[src/rtl/blur_pass_scheduler.sv]
// Sequences one 3x3 blur pass: fetches each neighbourhood from BRAM, issues it, writes the result.
// Optional macro BLUR_CLAMP_EN: edge-replicate out-of-range taps (default: zero-pad, read skipped).
module blur_pass_scheduler #(
  parameter int unsigned WIDTH        = 128,
  parameter int unsigned HEIGHT       = 128,
  parameter int unsigned BIT_DEPTH    = 8,
  parameter int unsigned ADDR_W       = 16,
  parameter int unsigned READ_LATENCY = 2
) (
  input  logic                   clk_in,
  input  logic                   rst_in_n,
  input  logic                   start_in,
  input  logic [ADDR_W-1:0]      src_base_in,
  input  logic [ADDR_W-1:0]      dst_base_in,
  output logic                   busy_out,
  output logic                   done_out,
  output logic [ADDR_W-1:0]      rd_addr_out,
  output logic                   rd_en_out,
  input  logic [BIT_DEPTH-1:0]   rd_data_in,
  output logic [3*BIT_DEPTH-1:0] r0_data_out,
  output logic [3*BIT_DEPTH-1:0] r1_data_out,
  output logic [3*BIT_DEPTH-1:0] r2_data_out,
  output logic                   blur_valid_out,
  input  logic [BIT_DEPTH-1:0]   blur_data_in,
  input  logic                   blur_valid_in,
  output logic [ADDR_W-1:0]      wr_addr_out,
  output logic [BIT_DEPTH-1:0]   wr_data_out,
  output logic                   wr_en_out
);
  localparam int unsigned XW = (WIDTH > 1) ? $clog2(WIDTH) : 1;
  localparam int unsigned YW = (HEIGHT > 1) ? $clog2(HEIGHT) : 1;
  localparam logic [ADDR_W-1:0] WIDTH_A = ADDR_W'(WIDTH);

  typedef enum logic [2:0] {
    StIdle, StFetch, StDrain, StIssue, StWait, StWrite, StDone
  } state_e;

  state_e                r_state, w_state_d;
  logic [XW-1:0]         r_x, w_x_d;
  logic [YW-1:0]         r_y, w_y_d;
  logic [3:0]            r_tap, w_tap_d;
  logic [2:0]            r_cnt, w_cnt_d;
  logic [ADDR_W-1:0]     r_src, w_src_d, r_dst, w_dst_d;

  logic                  r_rd_en, w_rd_en_d;
  logic [ADDR_W-1:0]     r_rd_addr, w_rd_addr_d;
  logic                  r_wr_en, w_wr_en_d;
  logic [ADDR_W-1:0]     r_wr_addr, w_wr_addr_d;
  logic [BIT_DEPTH-1:0]  r_wr_data, w_wr_data_d;
  logic                  r_busy, r_done, r_blur_valid;
  logic [3*BIT_DEPTH-1:0] r_row0, r_row1, r_row2;

  // Capture pipeline: tap index and zero flag travel alongside each outstanding read
  logic                  r_pv   [READ_LATENCY];
  logic                  r_pz   [READ_LATENCY];
  logic [3:0]            r_ptap [READ_LATENCY];
  logic [BIT_DEPTH-1:0]  r_win  [9];
  logic [BIT_DEPTH-1:0]  w_win  [9];

  logic [1:0]            w_row, w_col;
  logic                  w_x_lo, w_x_hi, w_y_lo, w_y_hi;
  logic [XW-1:0]         w_tx;
  logic [YW-1:0]         w_ty;
`ifndef BLUR_CLAMP_EN
  logic                  w_oob;
`endif

  always_comb begin
    w_state_d   = r_state;
    w_x_d       = r_x;
    w_y_d       = r_y;
    w_tap_d     = r_tap;
    w_cnt_d     = r_cnt;
    w_src_d     = r_src;
    w_dst_d     = r_dst;
    w_wr_en_d   = 1'b0;
    w_wr_addr_d = '0;
    w_wr_data_d = '0;
    case (r_state)
      StIdle: begin
        if (start_in) begin
          w_state_d = StFetch;
          w_src_d   = src_base_in;
          w_dst_d   = dst_base_in;
          w_x_d     = '0;
          w_y_d     = '0;
          w_tap_d   = '0;
        end
      end
      StFetch: begin
        if (r_tap == 4'd8) begin
          w_state_d = StDrain;
          w_cnt_d   = '0;
        end else begin
          w_tap_d = r_tap + 4'd1;
        end
      end
      StDrain: begin
        if (r_cnt == 3'(READ_LATENCY - 1)) w_state_d = StIssue;
        else                               w_cnt_d   = r_cnt + 3'd1;
      end
      StIssue: w_state_d = StWait;
      StWait: begin
        if (blur_valid_in) begin
          w_state_d   = StWrite;
          w_wr_en_d   = 1'b1;
          w_wr_addr_d = r_dst + ADDR_W'(r_y) * WIDTH_A + ADDR_W'(r_x);
          w_wr_data_d = blur_data_in;
        end
      end
      StWrite: begin
        w_tap_d   = '0;
        w_state_d = StFetch;
        if (r_x == XW'(WIDTH - 1)) begin
          w_x_d = '0;
          if (r_y == YW'(HEIGHT - 1)) w_state_d = StDone;
          else                        w_y_d     = r_y + YW'(1);
        end else begin
          w_x_d = r_x + XW'(1);
        end
      end
      StDone:  w_state_d = StIdle;
      default: w_state_d = StIdle;
    endcase
  end

  // Geometry of the tap that will be on the read port next cycle
  always_comb begin
    w_row  = (w_tap_d >= 4'd6) ? 2'd2 : (w_tap_d >= 4'd3) ? 2'd1 : 2'd0;
    w_col  = 2'(w_tap_d - {1'b0, w_row, 1'b0} - {2'b00, w_row});
    w_x_lo = (w_col == 2'd0) && (w_x_d == '0);
    w_x_hi = (w_col == 2'd2) && (w_x_d == XW'(WIDTH - 1));
    w_y_lo = (w_row == 2'd0) && (w_y_d == '0);
    w_y_hi = (w_row == 2'd2) && (w_y_d == YW'(HEIGHT - 1));
    w_tx   = w_x_d;
    w_ty   = w_y_d;
    if (w_col == 2'd0 && !w_x_lo)      w_tx = w_x_d - XW'(1);
    else if (w_col == 2'd2 && !w_x_hi) w_tx = w_x_d + XW'(1);
    if (w_row == 2'd0 && !w_y_lo)      w_ty = w_y_d - YW'(1);
    else if (w_row == 2'd2 && !w_y_hi) w_ty = w_y_d + YW'(1);
`ifdef BLUR_CLAMP_EN
    w_rd_en_d = (w_state_d == StFetch);
`else
    w_oob     = w_x_lo | w_x_hi | w_y_lo | w_y_hi;
    w_rd_en_d = (w_state_d == StFetch) && !w_oob;
`endif
    w_rd_addr_d = w_rd_en_d ? (w_src_d + ADDR_W'(w_ty) * WIDTH_A + ADDR_W'(w_tx)) : '0;
  end

  // Window with this cycle's returning tap merged in, so ISSUE can load rows without a bubble
  always_comb begin
    w_win = r_win;
    if (r_pv[READ_LATENCY-1]) begin
      w_win[r_ptap[READ_LATENCY-1]] = r_pz[READ_LATENCY-1] ? '0 : rd_data_in;
    end
  end

  always_ff @(posedge clk_in or negedge rst_in_n) begin
    if (!rst_in_n) begin
      r_state      <= StIdle;
      r_x          <= '0;
      r_y          <= '0;
      r_tap        <= '0;
      r_cnt        <= '0;
      r_src        <= '0;
      r_dst        <= '0;
      r_rd_en      <= 1'b0;
      r_rd_addr    <= '0;
      r_wr_en      <= 1'b0;
      r_wr_addr    <= '0;
      r_wr_data    <= '0;
      r_busy       <= 1'b0;
      r_done       <= 1'b0;
      r_blur_valid <= 1'b0;
      r_row0       <= '0;
      r_row1       <= '0;
      r_row2       <= '0;
      for (int i = 0; i < 9; i++) r_win[i] <= '0;
      for (int i = 0; i < int'(READ_LATENCY); i++) begin
        r_pv[i]   <= 1'b0;
        r_pz[i]   <= 1'b0;
        r_ptap[i] <= '0;
      end
    end else begin
      r_state      <= w_state_d;
      r_x          <= w_x_d;
      r_y          <= w_y_d;
      r_tap        <= w_tap_d;
      r_cnt        <= w_cnt_d;
      r_src        <= w_src_d;
      r_dst        <= w_dst_d;
      r_rd_en      <= w_rd_en_d;
      r_rd_addr    <= w_rd_addr_d;
      r_wr_en      <= w_wr_en_d;
      r_wr_addr    <= w_wr_addr_d;
      r_wr_data    <= w_wr_data_d;
      r_busy       <= (w_state_d != StIdle) && (w_state_d != StDone);
      r_done       <= (w_state_d == StDone);
      r_blur_valid <= (w_state_d == StIssue);
      r_win        <= w_win;
      r_pv[0]      <= (r_state == StFetch);
      r_pz[0]      <= !r_rd_en;
      r_ptap[0]    <= r_tap;
      for (int i = 1; i < int'(READ_LATENCY); i++) begin
        r_pv[i]   <= r_pv[i-1];
        r_pz[i]   <= r_pz[i-1];
        r_ptap[i] <= r_ptap[i-1];
      end
      if (w_state_d == StIssue) begin
        r_row0 <= {w_win[0], w_win[1], w_win[2]};
        r_row1 <= {w_win[3], w_win[4], w_win[5]};
        r_row2 <= {w_win[6], w_win[7], w_win[8]};
      end
    end
  end

  assign busy_out       = r_busy;
  assign done_out       = r_done;
  assign rd_en_out      = r_rd_en;
  assign rd_addr_out    = r_rd_addr;
  assign r0_data_out    = r_row0;
  assign r1_data_out    = r_row1;
  assign r2_data_out    = r_row2;
  assign blur_valid_out = r_blur_valid;
  assign wr_en_out      = r_wr_en;
  assign wr_addr_out    = r_wr_addr;
  assign wr_data_out    = r_wr_data;

endmodule

[config.mk]
export PLATFORM = sky130hd
export DESIGN_NAME = blur_pass_scheduler
export DESIGN_NICKNAME = d
export VERILOG_FILES = /design/src/rtl/blur_pass_scheduler.sv
export SDC_FILE = /design/constraint.sdc
export NUM_CORES = 1
export LEC_CHECK = 0
export CAP_MARGIN = 20
export CORE_MARGIN = 8
export CORE_UTILIZATION = 50
export DETAILED_ROUTE_END_ITERATION = 8
export PLACE_DENSITY = 0.83
export SYNTH_ARGS = -nofsm -noshare
export SYNTH_HDL_FRONTEND = slang
export SYNTH_SLANG_ARGS = --single-unit
[constraint.sdc]
create_clock -name clk_in -period 6.5 [get_ports clk_in]
set_input_delay 0.975 -clock clk_in [delete_from_list [all_inputs] [get_ports clk_in]]
set_output_delay 0.975 -clock clk_in [all_outputs]
set_load 0.01 [all_outputs]
==> impl_results.md, run 1 <==
* Inserted Clock Buffers at 27
* Vias in the first global route at 9139
* # IOs at 169
* GR Util met3 at 0.0375
* Switch share at 0.366
* TritonCTS Sinks at 257
* Seq pwr share at 0.353
* Hold_ws at 347 ps
* Slowest stage cell on the critical path: clkdlybuf4s50_1
* Share of layout cells above drive strength 1 at 0.125
* CP max FO at 7
* Core Area at 0.0233 mm^2
* CP Launch Type: primary input
* Vias at 8837
* Setup TNS Final at 0 ps
* # DRC at 0
* CTS root buf: clkbuf_16
* EDFF count, synth at 0
* Comb pwr share at 0.428
* Req. time, crit path at 6860 ps
* Status: finished, final reports clean
* Hold depth at 0
* Iteration-0 DRC Markers at 784
* Starting density of the core at 0.507
* Maximum vdd drop at 0.302 mV
* DR vias/cell at 5.43
* Final wirelength at 28.0 mm
* Clock power frac at 0.218
* Number of inserted diodes at 0
* P per Cell Area at 485 mW/mm^2
* Wire length per cell at 17.2 um
* H-tree levels at 1
* Yosys warnings at 0
* #FFs+latches synth at 257
* CP cell instances: clkdlybuf4s50_1 > nor2b_1 > o21bai_1 > a221oi_2 > inv_1 > a211oi_1 > nor2_1 > ha_1 > inv_1 > a41oi_2 > nor4b_1 > mux2i_1 > o2bb2ai_1 > ha_1 > nand3_1 > o22ai_1 > o41ai_1 > o21ai_0 > nor3_1 > or2_2 > mux2i_1 > a31oi_1
* Site row count at 56
* Clk pin slew, worst setup/hold paths at 60 ps
* Largest stage delay, worst path at 520 ps
* Die height at 170 um
* M2 GR Usage at 0.342
* PostCTS Resize Cnt at 0
* Antenna violations before repair at 0
* Hold Path End: r_pz[0]
* Mapped Avg Cell Area at 10.6 um^2
* Clock Path Buffers at 3
* Most used routing layer in global routing: met2
* Lkg Pwr at 6.90 nW
* Post-CTS setup buffers at 0
* Endpoint class of the critical path: register
* Worst skew pair latency at 530 ps
* Achievable Freq at 169 MHz
* CTS tree: built
* Pin count of the biggest net entering global routing at 188
* Async set-reset flop share out of synthesis at 1.00
* Routability cong. at 0.937
* Nets at 1389
* GRT Total Usage at 0.194
* Hold Buf Count CTS at 0
* Chip width at 170 um
* Grt ovf at 0
* Maxcap violations at 0
* R2R depth at 21
* Critical Path AT at 6280 ps
* Switching power at 2.62 mW
* Class of the worst hold path: register to register
* Final setup fails at 0
* Hpwl dp at 19.7 mm
* First-pass GRT wire length at 46.2 mm
* Area Growth Syn to Fin at 24.9%
* Tmin final at 5920 ps
* Hold Vio Cnt, Final at 0
* Reg-to-reg startpoint: r_state[1]
* Final antenna-violating net count at 0
* Seq/Total Area, Yosys at 0.544
* Main synth FF type: dfrtp_1
* GR met1 Demand/Resource at 0.240
* Fin crit share at 0.911
* Worst slew pin tran at 1010 ps
* Mapped Area at 0.0118 mm^2
* Layout Skew at 14.0 ps
* Hold_sp: r_pz[1]
* Crit Path Class: primary input to register
* Slew margin rel. at 0.325
* Unrepaired setup endpoints after global routing: false
* Cells after synthesis at 1118
* Net Count, Synth at 1215
* R2r setup slk at 810 ps
* Cell variety after synth at 84
* IO Port Bufs at 168
* Die footprint at 0.0288 mm^2
* Reg-to-reg endpoint: rd_addr_out[13]
* Internal at 4.54 mW
* Max Slew Vio Count at 0
* Pre-antenna DRT Iters at 5
-- through the flow --
stage,cell area (um^2),power (mW),std cells,worst slack [ps],util
floorplan,11800,4.49,1118,1160,-
global placement,13900,5.48,1582,475,0.594
detailed placement,13900,5.61,1582,29.4,0.594
CTS,14800,7.22,1628,557,0.632
global route,14800,7.67,1628,101,0.633
finish,14800,7.17,1628,579,0.633
-- cells by family after synthesis --
family                   Yosys count  synth area share
AND/OR/NAND/NOR                  465             0.186
flip-flops                       257             0.544
AO/OA/AOI/OAI                    171            0.0996
multiplexers                      77            0.0729
buffers and inverters             71            0.0253
adder cells (fa/ha/maj)           45            0.0489
XOR/XNOR                          32            0.0237
-- sequential cells by signal (all words and copies together), names as in the netlist --
| name | count |
|---|---|
| blur_valid_out | 1 |
| busy_out | 1 |
| done_out | 1 |
| r0_data_out | 24 |
| r1_data_out | 24 |
| r2_data_out | 24 |
| r_cnt | 3 |
| r_dst | 16 |
| r_ptap | 8 |
| r_pv | 2 |
| r_pz | 2 |
| r_src | 16 |
| r_state | 3 |
| r_tap | 4 |
| r_win | 72 |
| r_x | 7 |
| r_y | 7 |
| rd_addr_out | 16 |
| rd_en_out | 1 |
| wr_addr_out | 16 |
| wr_data_out | 8 |
| wr_en_out | 1 |
-- worst max-delay path by stage --
stage / startpoint / end
3_3_place_gp: start_in / rd_addr_out[15]
3_5_place_dp: start_in / rd_addr_out[13]
6_report: start_in / rd_addr_out[13]
2_1_floorplan: start_in / rd_addr_out[13]
5_1_grt: start_in / rd_addr_out[13]
4_1_cts: start_in / rd_addr_out[13]
-- power by group through the flow --
stage	combinational, mW	sequential [mW]	clock (mW)
2_1_floorplan	1.93	2.57	0
3_3_place_gp	2.95	2.53	0
3_5_place_dp	3.05	2.56	0
4_1_cts	3.08	2.54	1.60
5_1_grt	3.40	2.60	1.67
6_report	3.07	2.53	1.57
-- cell usage after synthesis, types with 13 or more instances --
cell type	instances	area (um^2)
nor2b_1	18	113
xor2_1	15	131
clkbuf_1	22	82.6
xnor2_1	17	149
ha_1	43	538
a21oi_1	27	135
nand2_1	259	972
nor2_1	57	214
nand2b_1	13	81.3
o21ai_0	64	320
dfrtp_1	257	6430
nor3_1	17	85.1
mux2_2	73	822
inv_1	29	109
and3_1	22	138
nand3_1	21	105
-- area by class of cell --
type	instances	area, um^2
well taps	319	399
fillers	1871	8570
multi-input cells	790	5100
clock buffers	35	736
flip-flops and latches	257	6430
clock inverters	11	164
repair buffers	182	1800
inverters	34	128
-- cell usage in the layout, fill, tap and decap left out, drive strengths merged, types with 13 or more instances in the layout --
| cell | instances |
|---|---|
| a21oi | 27 |
| and3 | 22 |
| buf | 15 |
| clkbuf | 35 |
| clkdlybuf4s50 | 167 |
| dfrtp | 257 |
| ha | 43 |
| inv | 34 |
| mux2 | 73 |
| nand2 | 259 |
| nand2b | 13 |
| nand3 | 22 |
| nor2 | 60 |
| nor2b | 18 |
| nor3 | 18 |
| o21ai | 66 |
| xnor2 | 17 |
| xor2 | 15 |
-- worst max-delay path: cells and delay by family --
kind / cells / cell delay [ps]
AOI/OAI and AO/OA: 9 / 2300
and+or+nand+nor: 6 / 1260
buffers and inverters: 3 / 730
adders and majority gates: 2 / 690
muxes: 2 / 320
-- per-layer routing --
layer / wire (um) / vias up
li1: - / 4211
met1: 11700 / 4328
met2: 14100 / 247
met3: 1710 / 51
met4: 464 / 0
met5: 0 / -
Power figures use the tool's default switching activity.
==> run 2, diff against run 1 <==
- CTS_CLUSTER_DIAMETER: default -> 40
==> run 2 against run 1 <==
Compared with the run above: via count up 0.85%; clock-buffer cell count is 8 higher; core utilization rose by 1.4 points; setup slack lost 5.7 ps; wire length is 2.9% higher; critical path type unchanged; highest routed layer unchanged.
==> impl_results.md, run 2 (same netlist as run 1, synthesis figures left out) <==
* Status: finished, final reports clean
* Chip width at 170 um (unchanged)
* Lkg Pwr at 7.07 nW (+2.4%)
* # IOs at 169 (unchanged)
* Hpwl dp at 19.7 mm (unchanged)
* Number of inserted diodes at 0 (unchanged)
* Achievable Freq at 169 MHz (about the same)
* Tmin final at 5930 ps (+5.71 ps)
* Most frequent cells in the layout: 259 x nand2_1, 257 x dfrtp_1, 167 x clkdlybuf4s50_1
* Clk pin slew, worst setup/hold paths at 60 ps (about the same)
* Pre-antenna DRT Iters at 5 (unchanged)
* Vias at 8912 (+0.85%)
* Critical Path AT at 6250 ps (-30 ps)
* Grt ovf at 0 (unchanged)
* Iteration-0 DRC Markers at 680 (-13%)
* Vias in the first global route at 9382 (+2.7%)
* Largest Register: r_win
* Site row count at 56 (unchanged)
* Fillers at 1803 (-3.6%)
* First-pass GRT wire length at 47.6 mm (+2.9%)
* Hold_ws at 322 ps (-25.3 ps)
* DR vias/cell at 5.41 (-0.25%)
* Worst slew pin tran at 979 ps (-34.2 ps)
* Final setup margin at 573 ps (-5.71 ps)
* Starting density of the core at 0.507 (unchanged)
* # DRC at 0 (unchanged)
* Area of the multi-input gates at 0.00510 mm^2 (unchanged)
* Fin crit share at 0.912 (about the same)
* Layout Skew at 21.8 ps (+7.81 ps)
* Req. time, crit path at 6820 ps (-40 ps)
* Worst skew pair latency at 500 ps (-30 ps)
* Max Slew Vio Count at 0 (unchanged)
* Design area at 0.0151 mm^2 (+2.3%)
* Final wirelength at 28.8 mm (+2.9%)
* Die height at 170 um (unchanged)
* Crit Path Class: primary input to register
* Final setup fails at 0 (unchanged)
* IO Port Bufs at 168 (unchanged)
* Slew margin rel. at 0.347 (+0.0228)
* Endpoint class of the critical path: register
* TritonCTS Sinks at 257 (unchanged)
* CTS tree: built
* Setup TNS Final at 0 ps (unchanged)
* Antenna violations before repair at 0 (unchanged)
* Inserted Clock Buffers at 35 (+30%)
* Maxcap violations at 0 (unchanged)
* Class of the worst hold path: register to register
* Wire length per cell at 17.5 um (+1.8%)
* Hold Vio Cnt, Final at 0 (unchanged)
* Seq. cell area at 0.00643 mm^2 (unchanged)
* Max reg flops at 72 (unchanged)
* CP Launch Type: primary input
* Maximum vdd drop at 0.313 mV (+3.5%)
* CTS root buf: clkbuf_16
* Nets at 1397 (+0.58%)
* Dpl cell area at 0.0139 mm^2 (unchanged)
* GRT Total Usage at 0.202 (+0.00772)
* Most common cell after layout, fill and taps aside: nand2_1
* Clock Path Buffers at 3 (unchanged)
* Area Growth Syn to Fin at 27.7%
* Pin count of the biggest net entering global routing at 188 (unchanged)
* Routability cong. at 0.937 (unchanged)
* Die footprint at 0.0288 mm^2 (unchanged)
* H-tree levels at 2 (+1)
* Place WS at 29.4 ps (unchanged)
* Core Area at 0.0233 mm^2 (unchanged)
* P per Cell Area at 505 mW/mm^2 (+3.9%)
* Final antenna-violating net count at 0 (unchanged)
* Unrepaired setup endpoints after global routing: false
* Share of layout cells above drive strength 1 at 0.139 (+0.0141)
* CP max FO at 6 (-1)
[run 2: cell type report]
| type | instances | share of cell area |
|---|---|---|
| flip-flops and latches | 257 | 0.426 |
| clock inverters | 21 | 0.0172 |
| inverters | 34 | 0.00845 |
| multi-input cells | 790 | 0.338 |
| clock buffers | 43 | 0.0647 |
| repair buffers | 182 | 0.119 |
| well taps | 319 | 0.0264 |
[run 2: routing by layer]
| layer | vias up | GRT usage | share of wire |
|---|---|---|---|
| met3 | 53 | 0.0407 | 0.058 |
| li1 | 4234 | - | - |
| met5 | - | 0 | 0 |
| met2 | 260 | 0.357 | 0.51 |
| met1 | 4365 | 0.245 | 0.42 |
| met4 | 0 | 0.0600 | 0.019 |
[run 2: where the power goes]
group	internal [mW]	switching (mW)	total [mW]	leakage [nW]
logic	1.39	1.70	3.10	3.18
registers	2.20	0.338	2.54	3.29
clock network	1.25	0.733	1.98	0.603
total	4.84	2.77	7.62	7.07
[run 2: repair_timing]
item                                    in CTS  in global routing
setup buffers                                0                  0
hold buffers                                 0                  0
resized for setup                            0                  1
hold endpoints to repair                     0                  0
endpoints found under the setup margin       0                  2
[run 2: worst paths after layout]
path                            start               to  slack, ps  depth (start not counted)
min in group asynchronous    rst_in_n        r_win[51]        420                          1
max reg2reg                r_state[1]  rd_addr_out[13]        860                         21
max in group asynchronous    rst_in_n   r1_data_out[4]       4700                          2
min reg2reg                 r_ptap[6]        r_ptap[2]        320                          0
min                         r_ptap[6]        r_ptap[2]        320                          0
max                          start_in  rd_addr_out[13]        570                         21
[run 2: per-stage QoR]
stage	utilization	total power [mW]	std cells
3_3_place_gp	0.594	5.48	1582
2_1_floorplan	-	4.49	1118
5_1_grt	0.647	8.12	1646
3_5_place_dp	0.594	5.61	1582
4_1_cts	0.647	7.67	1646
6_report	0.647	7.62	1646
[run 2: critical path: stages]
cell and delay (ps):
clkdlybuf4s50_1 520, nor2b_1 190, o21bai_1 140, a221oi_2 440, inv_1 110, a211oi_1 310, nor2_1 90, ha_1 380
o41ai_1 140, nor3_1 560, a32oi_1 150, xnor2_1 230, ha_1 290, a21oi_1 160, o22ai_1 120, o41ai_1 420
o21ai_0 250, nor3_1 210, or2_2 190, mux2i_1 230, a31oi_1 130
